`src/rtl/pwm_pkg.sv`:
```
// Shared definitions for the PWM peripheral: controller states and the
// register map seen on the peripheral write bus.
package pwm_pkg;

   typedef enum logic [1:0] {
      IDLE = 2'd0,
      RUN  = 2'd1,
      STOP = 2'd2
   } state_t;

   localparam logic [1:0] ADDR_CTRL   = 2'd0;
   localparam logic [1:0] ADDR_PERIOD = 2'd1;
   localparam logic [1:0] ADDR_DUTY   = 2'd2;

   localparam int CTRL_EN_BIT = 0;

endpackage

```
`src/rtl/pwm_ctrl.sv`:
```
// PWM sequencing controller: runs a period counter from software-written
// PERIOD/DUTY registers and emits one-cycle set/reset pulses for the
// output SR latch that lives beside this block in the peripheral top.
module pwm_ctrl
   import pwm_pkg::*;
#(
   parameter int CNT_W = 16
) (
   input  logic             clk,
   input  logic             rst,
   input  logic             wr_en,
   input  logic [1:0]       wr_addr,
   input  logic [CNT_W-1:0] wr_data,
   output logic             set_pulse,
   output logic             reset_pulse,
   output logic             period_done,
   output logic             running,
   output logic [CNT_W-1:0] cnt
);

   localparam logic [CNT_W-1:0] MIN_PERIOD = CNT_W'(2);
   localparam logic [CNT_W-1:0] ONE        = CNT_W'(1);

   state_t           state;
   logic             en_stg;
   logic [CNT_W-1:0] per_stg;
   logic [CNT_W-1:0] duty_stg;
   logic [CNT_W-1:0] per_act;
   logic [CNT_W-1:0] duty_act;
   logic [CNT_W-1:0] cnt_q;
   logic [CNT_W-1:0] per_eff;
   logic             at_last;

   // Staging registers take bus writes immediately; the counter only sees them at a period start.
   always_ff @(posedge clk) begin
      if (rst) begin
         en_stg   <= 1'b0;
         per_stg  <= '1;
         duty_stg <= '0;
      end else if (wr_en) begin
         case (wr_addr)
            ADDR_CTRL:   en_stg   <= wr_data[CTRL_EN_BIT];
            ADDR_PERIOD: per_stg  <= wr_data;
            ADDR_DUTY:   duty_stg <= wr_data;
            default:     ;
         endcase
      end
   end

   // Periods below two are stretched to two so the set and reset counts can never coincide.
   always_comb begin
      per_eff = (per_act < MIN_PERIOD) ? MIN_PERIOD : per_act;
      at_last = (cnt_q == (per_eff - ONE));
   end

   // Sequencer: IDLE waits for enable, RUN counts and reloads at each wrap, STOP is a one-cycle shutdown.
   always_ff @(posedge clk) begin
      if (rst) begin
         state    <= IDLE;
         cnt_q    <= '0;
         per_act  <= '1;
         duty_act <= '0;
      end else begin
         case (state)
            IDLE: begin
               cnt_q <= '0;
               if (en_stg) begin
                  state    <= RUN;
                  per_act  <= per_stg;
                  duty_act <= duty_stg;
               end
            end
            RUN: begin
               if (!en_stg) begin
                  state <= STOP;
               end else if (at_last) begin
                  cnt_q    <= '0;
                  per_act  <= per_stg;
                  duty_act <= duty_stg;
               end else begin
                  cnt_q <= cnt_q + ONE;
               end
            end
            STOP: begin
               state <= IDLE;
               cnt_q <= '0;
            end
            default: begin
               state <= IDLE;
               cnt_q <= '0;
            end
         endcase
      end
   end

   // Pulse decode from registered state only, so each pulse is exactly one count wide.
   always_comb begin
      set_pulse   = 1'b0;
      reset_pulse = 1'b0;
      period_done = 1'b0;
      case (state)
         RUN: begin
            set_pulse   = (cnt_q == '0) && (duty_act != '0);
            reset_pulse = ((duty_act == '0) && (cnt_q == '0)) ||
                          ((duty_act != '0) && (cnt_q == duty_act) && (duty_act < per_eff));
            period_done = at_last;
         end
         STOP: begin
            reset_pulse = 1'b1;
         end
         default: ;
      endcase
   end

   assign running = (state == RUN);
   assign cnt     = cnt_q;

endmodule

```
`config.mk`:
```
export PLATFORM = sky130hd
export DESIGN_NAME = pwm_ctrl
export DESIGN_NICKNAME = d
export VERILOG_FILES = /design/src/rtl/pwm_pkg.sv /design/src/rtl/pwm_ctrl.sv
export SDC_FILE = /design/constraint.sdc
export NUM_CORES = 1
export LEC_CHECK = 0
export ABC_AREA = 0
export CAP_MARGIN = 15
export CORE_UTILIZATION = 45
export DETAILED_ROUTE_END_ITERATION = 8
export PLACE_DENSITY = 0.77
export RECOVER_POWER = 100
export SYNTH_ARGS = -nofsm -noshare
export SYNTH_HDL_FRONTEND = slang
export SYNTH_SLANG_ARGS = --single-unit
```
`constraint.sdc`:
```
create_clock -name clk -period 7.7 [get_ports clk]
set_input_delay 1.54 -clock clk [delete_from_list [all_inputs] [get_ports clk]]
set_output_delay 1.54 -clock clk [all_outputs]
set_load 0.01 [all_outputs]
```
==> metrics list, run 1 <==
- For this run, the top clock speed supported by timing is 157 MHz.
- Clock root buffer master: sky130_fd_sc_hd__clkbuf_8
- Initial Utilization: 46.0%
- First-pass GRT wire length: 19.4 mm
* Initial DRT Pass Iterations: 5
- Post-route setup TNS: 0 ns
* Count of port buffers added during placement: 40
- Clock skew on the completed layout was measured at 0.0111 ns.
- Final weighted congestion in routability-driven placement: 0.941
- Fraction of the mapped netlist area in simple logic gates: 29.6%
- Main flop type after synthesis: sky130_fd_sc_hd__dfxtp_1
- Horizontal die dimension: 105 um
- Via count: 3,969
- The die covers 10,900 um2.
* Number of distinct standard cells referenced by the synthesized netlist: 56
- IR Drop Worst-Case VDD: 0.111 mV
* Launch point of the worst reg-to-reg path: per_act[8]$_SDFFE_PP1P_
- Most common library cell in the layout ignoring fill and taps: sky130_fd_sc_hd__dfxtp_1
* Internal power: 0.618 mW
* Count of final setup violators: 0
- Wires add up to 11.5 mm.
- The net count of the finished layout is 629.
* Layout area overhead: 12.6%
- The tool flagged a number of max-cap violations equal to 2.
- Combinational logic is responsible for 6.8% of the overall power.
- The worst hold path belongs to the class reg2reg.
* Share of async-settable or async-resettable flops after synthesis: 0%
* Post_cts resized: 0
* Violated checks: max-capacitance violations, max-slew violations
- Summed instance area of the synthesized netlist: 4730 um2
- Final hold violation count: 0
- The clock tree synthesis step divided the H-tree into 3 levels.
- Cell type with the highest aggregate area in the netlist: sky130_fd_sc_hd__dfxtp_1
* Std cell rows: 37
- The clock passes through at most 2 buffers.
- The critical path is of the reg2out type.
* Utilization after layout: 51.8%
* Endpoint class of the critical path: primary output
- Core Area: 10,300 um2
- The flow ran to the end, but the final reports show violations.
- Flops & latches, synth: 83
* Terminating pin of the worst hold path: duty_stg[7]$_SDFFE_PP0P_
* Area share of fa/ha/maj cells after synthesis: 5.55%
- For this run, design rule violations remaining after detail routing come to 0.
- The endpoint identified for the worst register-to-register timing path is duty_act[1]$_SDFFE_PP0P_.
- The clock period could shrink to 6.37 ns.
* Commonest non-fill, non-tap cells in the layout: 83 x sky130_fd_sc_hd__dfxtp_1, 80 x sky130_fd_sc_hd__nand2_1, 63 x sky130_fd_sc_hd__nor2_1
- Data on the critical path arrives at its endpoint at 4.83 ns.
- Cell depth of the worst hold path: 2
* Sort of element at the start of the critical path: flip-flop
- The number of cells on the worst reg-to-reg path is 11.
- Combinational family with the most area after synthesis: simple AND/OR/NAND/NOR gates
- Number of antenna violations at the first check in global routing: 0
- Max-slew headroom at the worst pin: -128%
- The die is 105 um tall.
- RSZ-0062 raised after global routing: no
- Area fraction in compound gates after synthesis: 8.28%
- The via count of the first global-routing pass came to 3,833.
- Cell types with the largest area share after synthesis: sky130_fd_sc_hd__dfxtp_1 35%, sky130_fd_sc_hd__mux2i_1 7.2%, sky130_fd_sc_hd__nand2_1 6.3%
- Measured slew at the worst slew-check pin: 3.42 ns
- The clock drives 83 sinks.
- Crit-path max cell delay: 0.75 ns
* Total nets after synthesis: 612
- Warnings from Yosys: 0
- Biggest fanout along the worst timing path: 7
- Area share of the largest cell type after synthesis: 35.1%
* Fraction of final layout cells sized beyond drive strength 1: 4.73%
* Number of vias per cell: 5.45
- LEAKAGE: 2.11 nW
* Ant diodes: 0
- Summed over all nets, the switching power comes to 0.205 mW.
* HPWL after detailed placement: 8.53 mm
- Pin placement for this block handled 41 I/O pins.
* Power per Cell Area: 155 nW/um2
* R2R setup slack: 1.43 ns
* Post-synthesis share of cell area spent on xor and xnor gates: 8.88%
- Sequential area share after synthesis: 35.1%
- The critical path goes through or4_1 > o41ai_1 > ha_1 > nor3b_1 > xnor2_1 > a21o_1 > o21ai_0 > nand4_1 > nor4_1 > dlygate4sd3_1.
* Maximum number of pins on one net before global-route repair: 101
- The clock reaches the later pin of the worst-skew pair after 0.36 ns.
* Clock tree from TritonCTS: done
* Average detailed-routed wire length per instance: 15.8 um
- Switching share of power: 24.9%
- Required arrival time at the worst endpoint: 6.16 ns
- Layout filler cell count: 978
- The synthesized design contains 0 enable-type register cells.
* Post-CTS Setup Inserts: 0
- For this design, the slowest cell found on the critical path is sky130_fd_sc_hd__o41ai_1.
* Seq pwr share: 53.9%
- Of the post-synthesis cell area, the part taken by muxes is 7.43%.
- In the synthesized netlist, the number of instances is 570.
- The count of nets left with antenna violations once routing finished came out at 0.
- In this run the most critical hold path is launched from duty_stg[7]$_SDFFE_PP0P_.
* Average cell area after synthesis: 8.30 um2
- Worst-path clk slew: 0.09 ns
- Per report_power, the clock group accounts for 39.3% of the total.
- Summed over all layers, the global routing overflow is 0.
- Number of CTS-inserted buffers: 9
- Tot GR Track Use: 22.2%
- Iteration-0 DRC Markers: 317
- Number of buffers inserted for hold repair after clock tree synthesis: 0
- The final critical path takes up 82.8% of the cycle.
* Max-slew violation count: 134
[power groups by stage]
stage | clock (mW) | combinational, mW | sequential, mW
final | 0.323 | 0.0561 | 0.444
after global routing | 0.347 | 0.0624 | 0.445
after CTS | 0.330 | 0.0550 | 0.444
after detailed placement | 0 | 0.0548 | 0.454
after global placement | 0 | 0.0542 | 0.453
after floorplan | 0 | 0.0372 | 0.451
[kinds of logic after synthesis]
| logic type | count (synthesis) |
|---|---|
| compound gates | 56 |
| xor+xnor | 48 |
| fa+ha+maj | 21 |
| buf+inv | 56 |
| flops | 83 |
| mux | 35 |
| simple gates | 271 |
[cells in the mapped netlist (all sizes together) (19+ instances only)]
library cell	n
xnor2	23
clkbuf	30
nor2	63
xor2	25
ha	21
nand2b	35
a21oi	23
nand3b	19
dfxtp	83
nand2	80
mux2i	34
inv	19
[per-layer routing]
metal	up-vias	global-route usage [%]	share of wire (%)
met1	1860	31.0	48
met5	-	0	0
li1	1968	-	-
met4	0	6.53	1.9
met2	125	34.6	45
met3	16	4.18	5.0
[worst max-delay path, delay by kind of cell, from the launching register on]
family | cells | cell delay, ns
fa+ha+maj | 1 | 0.32
buf+inv | 1 | 0.65
simple gates | 4 | 1.79
xor+xnor | 1 | 0.14
flops | 1 | 0.40
compound gates | 3 | 1.18
[metrics by stage]
stage	hold slack, ns	cell area, um2	worst slack (ns)	power [mW]	std cells
floorplan	0.437	4730	3.05	0.488	570
global placement	0.445	5150	2.27	0.507	712
detailed placement	0.451	5150	2.14	0.508	712
CTS	0.464	5350	1.69	0.829	728
global route	0.479	5330	0.973	0.854	728
finish	0.462	5330	1.33	0.823	728
[sequential cells by signal, indices dropped and copies added (netlist names)]
name      count
state         2
cnt          16
duty_act     16
per_stg      16
duty_stg     16
per_act      16
en_stg        1
[how the worst max path moves through the flow]
| stage | from | endpoint | cells past startpoint |
|---|---|---|---|
| after detailed placement | per_act[8]$_SDFFE_PP1P_ | period_done | 10 |
| after global placement | per_act[8]$_SDFFE_PP1P_ | period_done | 10 |
| after global routing | per_act[8]$_SDFFE_PP1P_ | period_done | 10 |
| final | per_act[8]$_SDFFE_PP1P_ | period_done | 10 |
| after CTS | per_act[8]$_SDFFE_PP1P_ | period_done | 10 |
| after floorplan | per_act[10]$_SDFFE_PP1P_ | period_done | 10 |
[cell type report]
cell class	count	area, um2	share of cell area [%]
sequential	83	1660	31.2
tap	136	170	3.19
clock buffer	10	128	2.40
timing repair buffer	43	407	7.63
multi-input combinational	431	2820	52.9
clock inverter	6	72.6	1.36
inverter	19	71.3	1.34
(Power assumes the default switching activity.)
==> run 2: changes to the inputs <==
==> constraint.sdc (replaced) <==
create_clock -name clk -period 6.6 [get_ports clk]
set_input_delay 1.32 -clock clk [delete_from_list [all_inputs] [get_ports clk]]
set_output_delay 1.32 -clock clk [all_outputs]
set_load 0.01 [all_outputs]
==> metrics list, run 2 (synthesized netlist as in run 1, its figures left out) <==
- The die covers 10,900 um2.
- Maximum number of pins on one net before global-route repair: 52
* Number of antenna violations at the first check in global routing: 0
- After the last flow step, the layout net total stands at 629.
- In the final layout, the share of cells above drive strength 1 is 4.73%.
- Crit-path max cell delay: 1.69 ns
- Fin Hold WS: 0.462 ns
- In this run the core area contains 37 standard-cell rows.
* Number of H-tree branching levels: 3
- In this run the horizontal extent of the chip is 105 um.
- TritonCTS built the clock tree.
- Dividing the detail-routed via count by the number of cells gives 5.46.
- The floorplan step defined a core boundary enclosing 10,300 um2.
- Ant diodes: 0
* Register area: 1660 um2
- The critical path in this run is classified as reg2reg.
- Buffers added to address setup during post-CTS repair amount to 0.
* Measured slew at the worst slew-check pin: 2.34 ns
* Clock root buffer master: sky130_fd_sc_hd__clkbuf_8
- Overall power consumption after layout is estimated at 0.964 mW.
* Tot GR Track Use: 22.1%
- Via count: 3,976
* RSZ-0062 raised after global routing: no
* Layout area overhead: 12.6%
- VDD sags by at most 0.104 mV.
* Status: finished with violations
- Initial DRT Pass Iterations: 5
- Power per Cell Area: 181 nW/um2
- Number of buffers inserted for hold repair after clock tree synthesis: 0
- The worst setup path is captured at a flip-flop.
* CP delay by family, top: simple AND/OR/NAND/NOR gates
- Most common library cell in the layout ignoring fill and taps: sky130_fd_sc_hd__dfxtp_1
- Static timing analysis puts the maximum clock frequency at 166 MHz.
* Post-route setup TNS: 0 ns
* LEAKAGE: 2.11 nW
- Of the available clock period, the critical path in the final layout requires 91.1%.
- Type of the tightest min-delay check: reg2reg
- Final weighted congestion in routability-driven placement: 0.941
* Total area of multi-input combinational cells: 2820 um2
- Clock-pin slew was measured on the worst setup and hold paths at 0.10 ns.
- Leaving out fill and tap cells, the most frequent cells in the layout are 83 x sky130_fd_sc_hd__dfxtp_1, 80 x sky130_fd_sc_hd__nand2_1, 63 x sky130_fd_sc_hd__nor2_1.
- Total gr overflow: 0
* Count of port buffers added during placement: 40
- STA puts the critical path data arrival time at 6.16 ns.
- First-pass GRT wire length: 19.1 mm
* Final hold violation count: 0
- Biggest fanout along the worst timing path: 32
* Count of final setup violators: 0
* Final Routed Wirelength: 11.8 mm
- Number of global-route vias before repair: 3,801
- At the later pin of the worst-skew pair, clock insertion delay measures 0.36 ns.
- TritonCTS Sinks: 83
- Die height: 105 um
- The detailed router finished its first iteration with 203 violations.
- The detail route stage leaves a number of antenna-violating nets equal to 0.
- The filler cells instantiated in the layout total 1,008.
* Violated checks: max-capacitance violations, max-slew violations
- Clock skew: 0.0117 ns
- In this run, CTS created clock tree buffers numbering 9.
- Final min period: 6.01 ns
- Detailed placement finished with a half-perimeter wire length of 8.86 mm.
* Initial Utilization: 46.0%
- Utilization after layout: 51.9%
- Post-route DRC: 0
- Placed instance area: 5150 um2
* Number of buffers on the longest clock path: 2
- Max-slew headroom at the worst pin: -56.3%
* Required arrival time at the worst endpoint: 6.75 ns
* Standard cell with the maximum stage delay on the critical path: sky130_fd_sc_hd__clkbuf_1
- Max-slew violation count: 136
* CP Buf/Inv Count: 1
* Num ports: 41
- Critical-path cell list: or4_1 > o41ai_1 > ha_1 > nor3b_2 > and2_0 > a41oi_1 > or3_1 > a211o_1 > o41ai_4 > clkbuf_1 > mux2i_1
- Post_cts resized: 0
* Reported max-cap violation count: 3
- The worst setup path is launched from a flip-flop.
- Post-Layout Inst Area: 5330 um2
- Dividing the detail-routed wire length by the instance count gives 16.1 um.
## run 2: cell types whose count changed in the layout (fill, tap and decap cells not counted), sizes merged
cell and delta:
buf -1, clkbuf +1, clkdlybuf4s50 -1, clkinv +1, clkinvlp -1, dlygate4sd3 +1
## run 2: worst register-to-register path: stages (launching register included)
cell	delay, ns
sky130_fd_sc_hd__dfxtp_1	0.39
sky130_fd_sc_hd__or4_1	0.63
sky130_fd_sc_hd__o41ai_1	0.69
sky130_fd_sc_hd__ha_1	0.31
sky130_fd_sc_hd__nor3b_2	0.43
sky130_fd_sc_hd__and2_0	0.24
sky130_fd_sc_hd__a41oi_1	0.14
sky130_fd_sc_hd__or3_1	0.40
sky130_fd_sc_hd__a211o_1	0.31
sky130_fd_sc_hd__o41ai_4	0.27
sky130_fd_sc_hd__clkbuf_1	1.69
sky130_fd_sc_hd__mux2i_1	0.31
## run 2: layer usage
layer  wire length (um)  global-route usage (%)  vias up
met2               5540                    36.2      113
met5                  0                       0        -
met3                504                    3.62       14
met1               5540                    29.9     1882
li1                   -                       -     1967
met4                171                    6.22        0
## run 2: cell type report
class | instances | area share (%)
Clock buffer | 10 | 2.39
Clock inverter | 6 | 1.34
Inverter | 19 | 1.34
Multi-Input combinational cell | 431 | 52.9
Sequential cell | 83 | 31.2
Tap cell | 136 | 3.19
Timing Repair Buffer | 43 | 7.61
## run 2: power breakdown
group          switching, mW  total [mW]  internal, mW
Clock                  0.203       0.381         0.179
Combinational         0.0340      0.0652        0.0312
Sequential           0.00737       0.518         0.510
Total                  0.244       0.964         0.720
## run 2: final timing paths
| check | end | slack (ns) | cells past startpoint | startpoint |
|---|---|---|---|---|
| min | duty_stg[3]$_SDFFE_PP0P_ | 0.46 | 2 | duty_stg[3]$_SDFFE_PP0P_ |
| min reg2reg | duty_stg[3]$_SDFFE_PP0P_ | 0.46 | 2 | duty_stg[3]$_SDFFE_PP0P_ |
| max reg2reg | duty_act[0]$_SDFFE_PP0P_ | 0.59 | 11 | per_act[8]$_SDFFE_PP1P_ |
| max | duty_act[0]$_SDFFE_PP0P_ | 0.59 | 11 | per_act[8]$_SDFFE_PP1P_ |
## run 2: metrics by stage
| stage | setup slack (ns) | std cells |
|---|---|---|
| after floorplan | 2.17 | 570 |
| after global placement | 1.39 | 712 |
| after detailed placement | 1.14 | 712 |
| after CTS | 0.740 | 728 |
| after global routing | 0.282 | 728 |
| final | 0.590 | 728 |
==> run 3: changes to the inputs <==
--- a/config.mk
+++ b/config.mk
@@ -9,8 +9,10 @@
 export CAP_MARGIN = 15
 export CORE_UTILIZATION = 45
 export DETAILED_ROUTE_END_ITERATION = 8
+export GPL_ROUTABILITY_DRIVEN = 0
 export PLACE_DENSITY = 0.77
 export RECOVER_POWER = 100
+export SETUP_SLACK_MARGIN = 0.1
 export SYNTH_ARGS = -nofsm -noshare
 export SYNTH_HDL_FRONTEND = slang
 export SYNTH_SLANG_ARGS = --single-unit
==> metrics list, run 3 (synthesized netlist as in run 1, its figures left out) <==
* Layout area overhead: 12.3%
* Final Routed Wirelength: 11.4 mm
- Seq pwr share: 54.1%
- Number of buffers inserted for hold repair after clock tree synthesis: 0
* Via count: 4,056
* Number of H-tree branching levels: 3
- Net count, final: 629
- Sort of element at the start of the critical path: flip-flop
- Final min period: 6.10 ns
- In this run, the number of DRC markers left after iteration 0 of detailed routing was 194.
* Arrival time of the worst setup path: 6.24 ns
- TritonCTS Sinks: 83
* Status: finished with violations
- Post_cts resized: 0
- Of the available clock period, the critical path in the final layout requires 92.5%.
- Setup repair after global routing left no endpoint under its margin.
- HPWL after detailed placement: 8.48 mm
- Violated checks: max-capacitance violations, max-slew violations
* Inst Count DP: 712
- Number of global-route vias before repair: 3,832
* Insertion delay to the later sink of the worst-skew pair: 0.36 ns
- Crit-path max cell delay: 1.69 ns
* Num ports: 41
- Detailed routing placed a total of 712 um of wire on met3.
- The die is 105 um tall.
- Input and output buffers added on the ports amount to 40.
- In this run the clock root is driven by a sky130_fd_sc_hd__clkbuf_8.
- Summed over all cells, the static leakage comes to 2.08 nW.
- Ant diodes: 0
- Core Area: 10,300 um2
- The analysis attributes to net switching a power of 0.236 mW.
- For the pin with the worst max-slew slack, the measured transition is 2.32 ns.
* Clock tree from TritonCTS: done
- Number of vias per cell: 5.57
- After layout, the worst setup slack is 0.498 ns.
- First-pass GRT wire length: 18.9 mm
* Commonest non-fill, non-tap cells in the layout: 83 x sky130_fd_sc_hd__dfxtp_1, 80 x sky130_fd_sc_hd__nand2_1, 63 x sky130_fd_sc_hd__nor2_1
* Number of antenna violations at the first check in global routing: 0
- IR analysis of the VDD net gives a maximum drop of 0.110 mV.
- The critical path goes through or4_1 > o41ai_1 > ha_1 > nor3b_2 > and2_0 > a41oi_1 > or3_1 > a211o_1 > o41ai_1 > clkbuf_1 > mux2i_1.
- Counting along the longest clock path gives a buffer depth of 2.
- The clock arrives with 0.00669 ns of skew.
- Power per Cell Area: 180 nW/um2
- In this run the horizontal extent of the chip is 105 um.
- Total gr overflow: 0
* Power share of the clock group: 39.2%
* Worst-path clk slew: 0.09 ns
- After detailed routing, the average wire length per cell comes to 15.6 um.
- Tot GR Track Use: 21.8%
* Reported max-cap violation count: 2
- Max-slew headroom at the worst pin: -54.9%
- The first TritonRoute pass finished after 4 iterations.
- Post-route setup TNS: 0 ns
* Area of the die: 10,900 um2
- Switching share of power: 24.7%
- The count of cells in the finished layout, fillers not included, comes to 728.
* Std cell rows: 37
- The detail route stage leaves a number of antenna-violating nets equal to 0.
- Number of CTS-inserted buffers: 9
- OpenSTA, run right after detailed placement, puts the worst setup slack at 1.23 ns.
- Gate power share: 6.7%
- Timing would allow up to 164 MHz.
* CP most frequent cell: sky130_fd_sc_hd__o41ai_1
- For the worst setup path, the data required time is 6.74 ns.
* Fraction of final layout cells sized beyond drive strength 1: 4.56%
- Type of the tightest min-delay check: reg2reg
- After detailed routing, the number of remaining DRC violations is 0.
- Signal routing reaches up to met4.
- Biggest fanout along the worst timing path: 32
* Type of the setup path with the least slack: reg2reg
* Final hold violation count: 0
- Count of final setup violators: 0
- Cell internal power was estimated by the tool at 0.721 mW.
* Post-CTS Setup Inserts: 0
- The largest individual stage delay along the critical path comes from the cell sky130_fd_sc_hd__clkbuf_1.
* Endpoint class of the critical path: flip-flop
* Maximum number of pins on one net before global-route repair: 64
- Max-slew violation count: 97
- Wire length on met2: 4.95 mm
- Once the floorplan was initialized, standard cells occupied 46.0% of the core.
- After detailed routing, the wire length on met1 is 5.20 mm.
* Utilization after layout: 51.7%
- Most common library cell in the layout ignoring fill and taps: sky130_fd_sc_hd__dfxtp_1
-- run 3: cell count changes in the layout (fill, tap and decap cells not counted) --
cell                              change
sky130_fd_sc_hd__o41ai_1              +1
sky130_fd_sc_hd__clkdlybuf4s50_1      +1
sky130_fd_sc_hd__dlygate4sd3_1        -1
sky130_fd_sc_hd__o41ai_4              -1
sky130_fd_sc_hd__inv_8                +1
sky130_fd_sc_hd__inv_6                -1
-- run 3: power by group through the flow --
stage          clock, mW  combinational [mW]  sequential, mW
2_1_floorplan          0              0.0434           0.526
3_3_place_gp           0              0.0627           0.529
3_5_place_dp           0              0.0642           0.529
4_1_cts            0.383              0.0643           0.517
5_1_grt            0.407              0.0716           0.519
6_report           0.375              0.0644           0.518
-- run 3: cell type report --
cell class | count | area [um2]
fillers | 987 | 4960
multi-input cells | 431 | 2800
flip-flops and latches | 83 | 1660
repair buffers | 43 | 405
well taps | 136 | 170
clock buffers | 10 | 128
clock inverters | 6 | 73.8
inverters | 19 | 71.3
-- run 3: worst max-delay path, delay by kind of cell (launching register included) --
family                     cells  cell delay (ns)
and+or+nand+nor                4             1.71
buffers and inverters          1             1.69
AOI/OAI and AO/OA              4             1.46
DFF                            1             0.40
adders and majority gates      1             0.31
muxes                          1             0.29
-- run 3: final timing paths --
kind	from	endpoint	slack, ns	cells past startpoint
min reg2reg	duty_stg[5]$_SDFFE_PP0P_	duty_stg[5]$_SDFFE_PP0P_	0.46	2
max	per_act[8]$_SDFFE_PP1P_	per_act[9]$_SDFFE_PP1P_	0.50	11
max reg2reg	per_act[8]$_SDFFE_PP1P_	per_act[9]$_SDFFE_PP1P_	0.50	11
min	duty_stg[5]$_SDFFE_PP0P_	duty_stg[5]$_SDFFE_PP0P_	0.46	2
-- run 3: per-layer routing --
| layer | track usage [%] | up-vias |
|---|---|---|
| li1 | - | 1970 |
| met1 | 28.6 | 1878 |
| met2 | 33.7 | 168 |
| met3 | 4.68 | 40 |
| met4 | 10.8 | 0 |
| met5 | 0 | - |
-- run 3: metrics by stage --
step / hold slack, ns / area, um2 / total power [mW]
global placement: 0.445 / 5150 / 0.591
detailed placement: 0.447 / 5150 / 0.593
CTS: 0.460 / 5350 / 0.965
floorplan: 0.437 / 4730 / 0.570
finish: 0.461 / 5310 / 0.957
global route: 0.477 / 5310 / 0.998
